File: src/rtl/rr_mux_arbiter.sv
// rr_mux_arbiter: N-way registered mux with round-robin or fixed-priority arbitration and valid/ready handshake
module rr_mux_arbiter #(
  parameter int WIDTH = 64,
  parameter int CHANNELS = 4,
  parameter bit ROUND_ROBIN = 1,
  localparam int CW = (CHANNELS > 2) ? $clog2(CHANNELS) : 1
) (
  input  logic                      clk,
  input  logic                      reset,
  input  logic [CHANNELS-1:0]       in_valid,
  input  logic [CHANNELS*WIDTH-1:0] in_data,
  output logic [CHANNELS-1:0]       in_ready,
  output logic                      out_valid,
  output logic [WIDTH-1:0]          out_data,
  output logic [CW-1:0]             out_ch,
  input  logic                      out_ready
);
  logic [CW-1:0] ptr, gnt, ptr_nxt;
  logic hit, accept, xfer;
  int j;
  always_comb begin
    gnt = '0;
    hit = 1'b0;
    j = 0;
    for (int k = 0; k < CHANNELS; k++) begin
      j = int'(ptr) + k;
      j = (j >= CHANNELS) ? j - CHANNELS : j;
      if (!hit && 1'(in_valid >> j)) begin
        hit = 1'b1;
        gnt = CW'(j);
      end
    end
  end
  assign accept = !out_valid || out_ready;
  assign in_ready = (reset && accept && hit) ? CHANNELS'(1) << gnt : '0;
  assign xfer = |in_ready;
  assign ptr_nxt = (int'(gnt) == CHANNELS - 1) ? '0 : gnt + CW'(1);
  always_ff @(posedge clk) begin
    if (!reset) begin
      out_valid <= 1'b0;
      out_data <= '0;
      out_ch <= '0;
      ptr <= '0;
    end else if (xfer) begin
      out_valid <= 1'b1;
      out_data <= WIDTH'(in_data >> (int'(gnt) * WIDTH));
      out_ch <= gnt;
      ptr <= ROUND_ROBIN ? ptr_nxt : '0;
    end else if (out_ready) begin
      out_valid <= 1'b0;
    end
  end
endmodule

File: config.mk
export PLATFORM = sky130hd
export DESIGN_NAME = rr_mux_arbiter
export DESIGN_NICKNAME = d
export VERILOG_FILES = /design/src/rtl/rr_mux_arbiter.sv
export SDC_FILE = /design/constraint.sdc
export NUM_CORES = 1
export LEC_CHECK = 0
export ABC_AREA = 1
export CORE_AREA = 2 2 129 131
export CTS_CLUSTER_DIAMETER = 40
export DETAILED_ROUTE_END_ITERATION = 8
export DIE_AREA = 0 0 131 133
export PLACE_DENSITY = 0.77
export SLEW_MARGIN = 10
export SYNTH_ARGS = -nofsm -noshare
export SYNTH_HDL_FRONTEND = slang
export SYNTH_SLANG_ARGS = --single-unit
File: constraint.sdc
create_clock -name clk -period 4 [get_ports clk]
set_input_delay 1 -clock clk [delete_from_list [all_inputs] [get_ports clk]]
set_output_delay 1 -clock clk [all_outputs]
set_load 0.005 [all_outputs]
==> impl_metrics.xml <==
<?xml version="1.0" encoding="UTF-8"?>
<metrics>
  <group name="yosys">
    <metric name="post_synth_inst_count" unit="">1046</metric>
    <metric name="synth_sequential_area_ratio" unit="">0.239</metric>
    <metric name="synth_cell_type_count" unit="">26</metric>
    <metric name="mappedNetlistArea" unit="mm^2">0.00578</metric>
    <metric name="netlist.top_cell.by_area" unit="">sky130_fd_sc_hd__dfxtp_1</metric>
    <metric name="avg_inst_size_synth" unit="um^2">5.52</metric>
    <metric name="ys_warn_count" unit="">0</metric>
    <metric name="syn-num-nets" unit="">1316</metric>
    <metric name="synth_seq_cells" unit="">69</metric>
    <metric name="synth_largest_type_area_fraction" unit="">0.239</metric>
    <metric name="synth.area.top_cells" unit="">sky130_fd_sc_hd__dfxtp_1 24%, sky130_fd_sc_hd__nand3_1 23%, sky130_fd_sc_hd__nand2_1 23%</metric>
  </group>
  <group name="clock_network">
    <metric name="cts_htree_levels" unit="">3</metric>
    <metric name="number_of_buffers_inserted_during_clock_tree_synthesis" unit="">9</metric>
    <metric name="number_of_buffers_between_clock_root_and_the_deepest_sink" unit="">2</metric>
    <metric name="worstSkewPairLatency" unit="ns">0.33</metric>
    <metric name="clk_pin_slew_worst_paths" unit="ns">0.05</metric>
    <metric name="cts_sinks" unit="">69</metric>
    <metric name="cts-root-buf" unit="">sky130_fd_sc_hd__clkbuf_16</metric>
    <metric name="tritoncts" unit="">yes</metric>
  </group>
  <group name="setup_path">
    <metric name="crit_path_max_fanout" unit="">6</metric>
    <metric name="required" unit="ns">3.00</metric>
    <metric name="cp_slowest_stage_delay" unit="ns">0.48</metric>
    <metric name="r2r-end" unit="">out_data[36]</metric>
    <metric name="crit_chain" unit="">clkdlybuf4s50_1 -&gt; inv_1 -&gt; nand2_1 -&gt; nand3_2 -&gt; nand2_2 -&gt; inv_4 -&gt; nand3_1 -&gt; nor2_1 -&gt; nor2_2 -&gt; o21ai_4 -&gt; inv_2 -&gt; ha_1 -&gt; inv_1 -&gt; nor2_1 -&gt; dlygate4sd2_1</metric>
    <metric name="crit_path_start" unit="">in_valid[3]</metric>
    <metric name="setup.worst_path.end" unit="">in_ready[0]</metric>
    <metric name="timing.critical_path.slowest_stage_cell" unit="">sky130_fd_sc_hd__clkdlybuf4s50_1</metric>
    <metric name="worst-endpoint-arrival" unit="ns">2.83</metric>
    <metric name="criticalPathCategory" unit="">in -&gt; out</metric>
    <metric name="r2r.worst_path.cells" unit="">19</metric>
    <metric name="crit-reg2reg-launch" unit="">ptr[0]</metric>
    <metric name="reg_to_reg_slack_setup" unit="ns">0.83</metric>
    <metric name="worstSetupEndpointType" unit="">output pin</metric>
    <metric name="critPathLaunchType" unit="">input pin</metric>
  </group>
  <group name="floorplan">
    <metric name="ios" unit="">334</metric>
    <metric name="die_h" unit="um">133</metric>
    <metric name="die-area" unit="mm^2">0.0174</metric>
    <metric name="die_width" unit="um">131</metric>
    <metric name="fp-row-count" unit="">47</metric>
    <metric name="start_util" unit="">0.357</metric>
    <metric name="fp.coreArea" unit="mm^2">0.0162</metric>
  </group>
  <group name="sta">
    <metric name="max_clock_freq" unit="GHz">0.261</metric>
    <metric name="setup_tns" unit="ns">0</metric>
    <metric name="final_min_period_over_clock_period" unit="">0.958</metric>
    <metric name="finalHoldViolCount" unit="">0</metric>
    <metric name="final-max-slew-violation-count" unit="">0</metric>
    <metric name="worst_slew_pin_slew" unit="ns">0.759</metric>
    <metric name="finalSetupViolCount" unit="">0</metric>
    <metric name="rsz_0062_raised_after_global_routing" unit="">false</metric>
    <metric name="layout_min_cycle_time" unit="ns">3.83</metric>
    <metric name="fin_worst_skew" unit="ns">0.00432</metric>
    <metric name="relSlewSlack" unit="">0.494</metric>
  </group>
  <group name="drt">
    <metric name="vias_post_dr" unit="">7485</metric>
    <metric name="routed_wirelength" unit="um">22500</metric>
    <metric name="drt.antenna.violating_nets" unit="">0</metric>
    <metric name="routed_via_density" unit="">4.78</metric>
    <metric name="avgRoutedWirePerCell" unit="um">14.4</metric>
    <metric name="drt_iter0_markers" unit="">427</metric>
    <metric name="remaining_drc_errors" unit="">0</metric>
    <metric name="drt-pass1-iter-count" unit="">5</metric>
  </group>
  <group name="grt">
    <metric name="grt_pass1_wl" unit="um">34400</metric>
    <metric name="grt_util_met3" unit="">0.0598</metric>
    <metric name="grt_pass1_vias" unit="">7060</metric>
    <metric name="grt_use_met2" unit="">0.450</metric>
    <metric name="grt-busiest-layer" unit="">met2</metric>
    <metric name="number_of_antenna_violations_at_the_first_check_in_global_routing" unit="">1</metric>
    <metric name="groute.layer.met1.usage" unit="">0.274</metric>
    <metric name="grt_start_max_net_pins" unit="">76</metric>
    <metric name="overflow" unit="">0</metric>
    <metric name="gr-usage-all-layers" unit="">0.248</metric>
  </group>
  <group name="worst_hold_path">
    <metric name="hold_path_class" unit="">reg -&gt; reg</metric>
  </group>
  <group name="pwr">
    <metric name="design_power_total" unit="uW">7480</metric>
    <metric name="leakagePower" unit="uW">0.00496</metric>
    <metric name="vdd_drop_max" unit="mV">0.570</metric>
    <metric name="p_per_area" unit="mW/mm^2">785</metric>
  </group>
  <group name="flow_run">
    <metric name="drv_cap" unit="">0</metric>
  </group>
  <group name="placement">
    <metric name="globalplace.congestion" unit="">0.857</metric>
    <metric name="port_buffers" unit="">333</metric>
    <metric name="hpwl" unit="um">16400</metric>
  </group>
  <group name="cells_and_area">
    <metric name="fillers" unit="">1595</metric>
    <metric name="layout.core_utilization" unit="">0.589</metric>
    <metric name="nets" unit="">1610</metric>
    <metric name="final_layout_size_suffix_gt1_frac" unit="">0.0484</metric>
    <metric name="syn_to_final_growth" unit="%">64.8</metric>
  </group>
  <group name="run_status">
    <metric name="status" unit="">completed</metric>
  </group>
</metrics>
==> sequential cells by signal (all words and copies together) (netlist names) <==
register / count
out_data: 64
out_ch: 2
ptr: 2
out_valid: 1
==> stage by stage <==
step / hold WS, ns / instances / instance area, um^2 / setup WS [ns]
5_1_grt: 0.514 / 1565 / 9520 / 0.0101
3_5_place_dp: 0.456 / 1548 / 9230 / -0.169
2_1_floorplan: 0.455 / 1046 / 5780 / 0.613
3_3_place_gp: 0.450 / 1548 / 9230 / -0.172
6_report: 0.477 / 1565 / 9520 / 0.168
4_1_cts: 0.471 / 1564 / 9520 / 0.0109
==> repair_timing <==
item	4_1_cts	5_1_grt
buffers inserted	1	0
hold buffers	0	0
pin swaps	3	2
resized for setup	5	5
setup endpoints to repair	4	3
==> report_power, final <==
| part | leakage [uW] | total (uW) | switching [uW] | internal, uW |
|---|---|---|---|---|
| sequential | 0.000568 | 1020 | 108 | 908 |
| clock | 0.000139 | 757 | 290 | 467 |
| combinational | 0.00425 | 5710 | 3580 | 2120 |
==> kinds of logic (layout without fill, tap and decap cells) <==
group,count (synthesis),after routing,share of synthesized area
AO/OA/AOI/OAI,57,57,0.0522
adder cells (fa/ha/maj),7,7,0.0152
buffers and inverters,243,541,0.183
flip-flops,69,69,0.239
other,0,1,0
AND/OR/NAND/NOR,670,670,0.510
==> layer usage <==
metal,routed length [um],share of wire
met2,11000,0.49
met1,8980,0.40
met4,611,0.027
met3,1990,0.088
met5,0,0
==> critical path, delay by kind of cell <==
family,cells,cell delay [ns]
AOI/OAI and AO/OA,1,0.09
adders and majority gates,1,0.15
buffers and inverters,6,0.91
and+or+nand+nor,7,0.66
==> synthesized netlist by cell type, drive strengths merged <==
| cell | n |
|---|---|
| a21oi | 4 |
| buf | 61 |
| clkbuf | 15 |
| dfxtp | 69 |
| ha | 7 |
| inv | 167 |
| nand2 | 360 |
| nand3 | 270 |
| nand4 | 8 |
| nor2 | 32 |
| o211ai | 2 |
| o21ai | 51 |
==> how the worst min path moves through the flow <==
stage	from	endpoint	slack, ns	cells past startpoint
2_1_floorplan	out_ch[0]	out_ch[0]	0.45	2
3_3_place_gp	out_ch[1]	out_ch[1]	0.45	2
3_5_place_dp	out_ch[1]	out_ch[1]	0.46	2
4_1_cts	out_ch[1]	out_ch[1]	0.47	2
5_1_grt	out_ch[1]	out_ch[1]	0.51	2
6_report	out_ch[1]	out_ch[1]	0.48	2
==> area by class of cell <==
| class | count | area, um^2 | area share |
|---|---|---|---|
| repair buffers | 359 | 3590 | 0.377 |
| multi-input cells | 734 | 3360 | 0.353 |
| flip-flops and latches | 69 | 1380 | 0.145 |
| inverters | 167 | 634 | 0.0666 |
| well taps | 220 | 275 | 0.0289 |
| clock buffers | 14 | 274 | 0.0288 |
| clock inverters | 1 | 5.00 | 0.000526 |
| diodes | 1 | 2.50 | 0.000263 |
==> cell usage in the layout, fill, tap and decap left out, types with 2 or more instances in the layout <==
cell / Yosys / final
sky130_fd_sc_hd__nor2_1: 27 / 26
sky130_fd_sc_hd__nand2_4: 1 / 3
sky130_fd_sc_hd__a21oi_1: 4 / 4
sky130_fd_sc_hd__nand3_2: 2 / 2
sky130_fd_sc_hd__nand3_1: 267 / 267
sky130_fd_sc_hd__buf_4: 10 / 20
sky130_fd_sc_hd__clkdlybuf4s50_1: 0 / 328
sky130_fd_sc_hd__nand4_1: 8 / 8
sky130_fd_sc_hd__ha_1: 7 / 6
sky130_fd_sc_hd__nor2_2: 2 / 3
sky130_fd_sc_hd__nor2_4: 3 / 3
sky130_fd_sc_hd__clkbuf_8: 0 / 3
sky130_fd_sc_hd__nand2_2: 7 / 7
sky130_fd_sc_hd__dlygate4sd2_1: 0 / 2
sky130_fd_sc_hd__dfxtp_1: 69 / 69
sky130_fd_sc_hd__clkbuf_16: 0 / 9
sky130_fd_sc_hd__o211ai_1: 2 / 2
sky130_fd_sc_hd__o21ai_1: 10 / 10
sky130_fd_sc_hd__clkbuf_1: 15 / 2
sky130_fd_sc_hd__nand2_1: 352 / 350
sky130_fd_sc_hd__buf_12: 0 / 6
sky130_fd_sc_hd__o21ai_0: 40 / 40
sky130_fd_sc_hd__inv_1: 164 / 164
No activity file was read; power rests on OpenSTA's default activity.
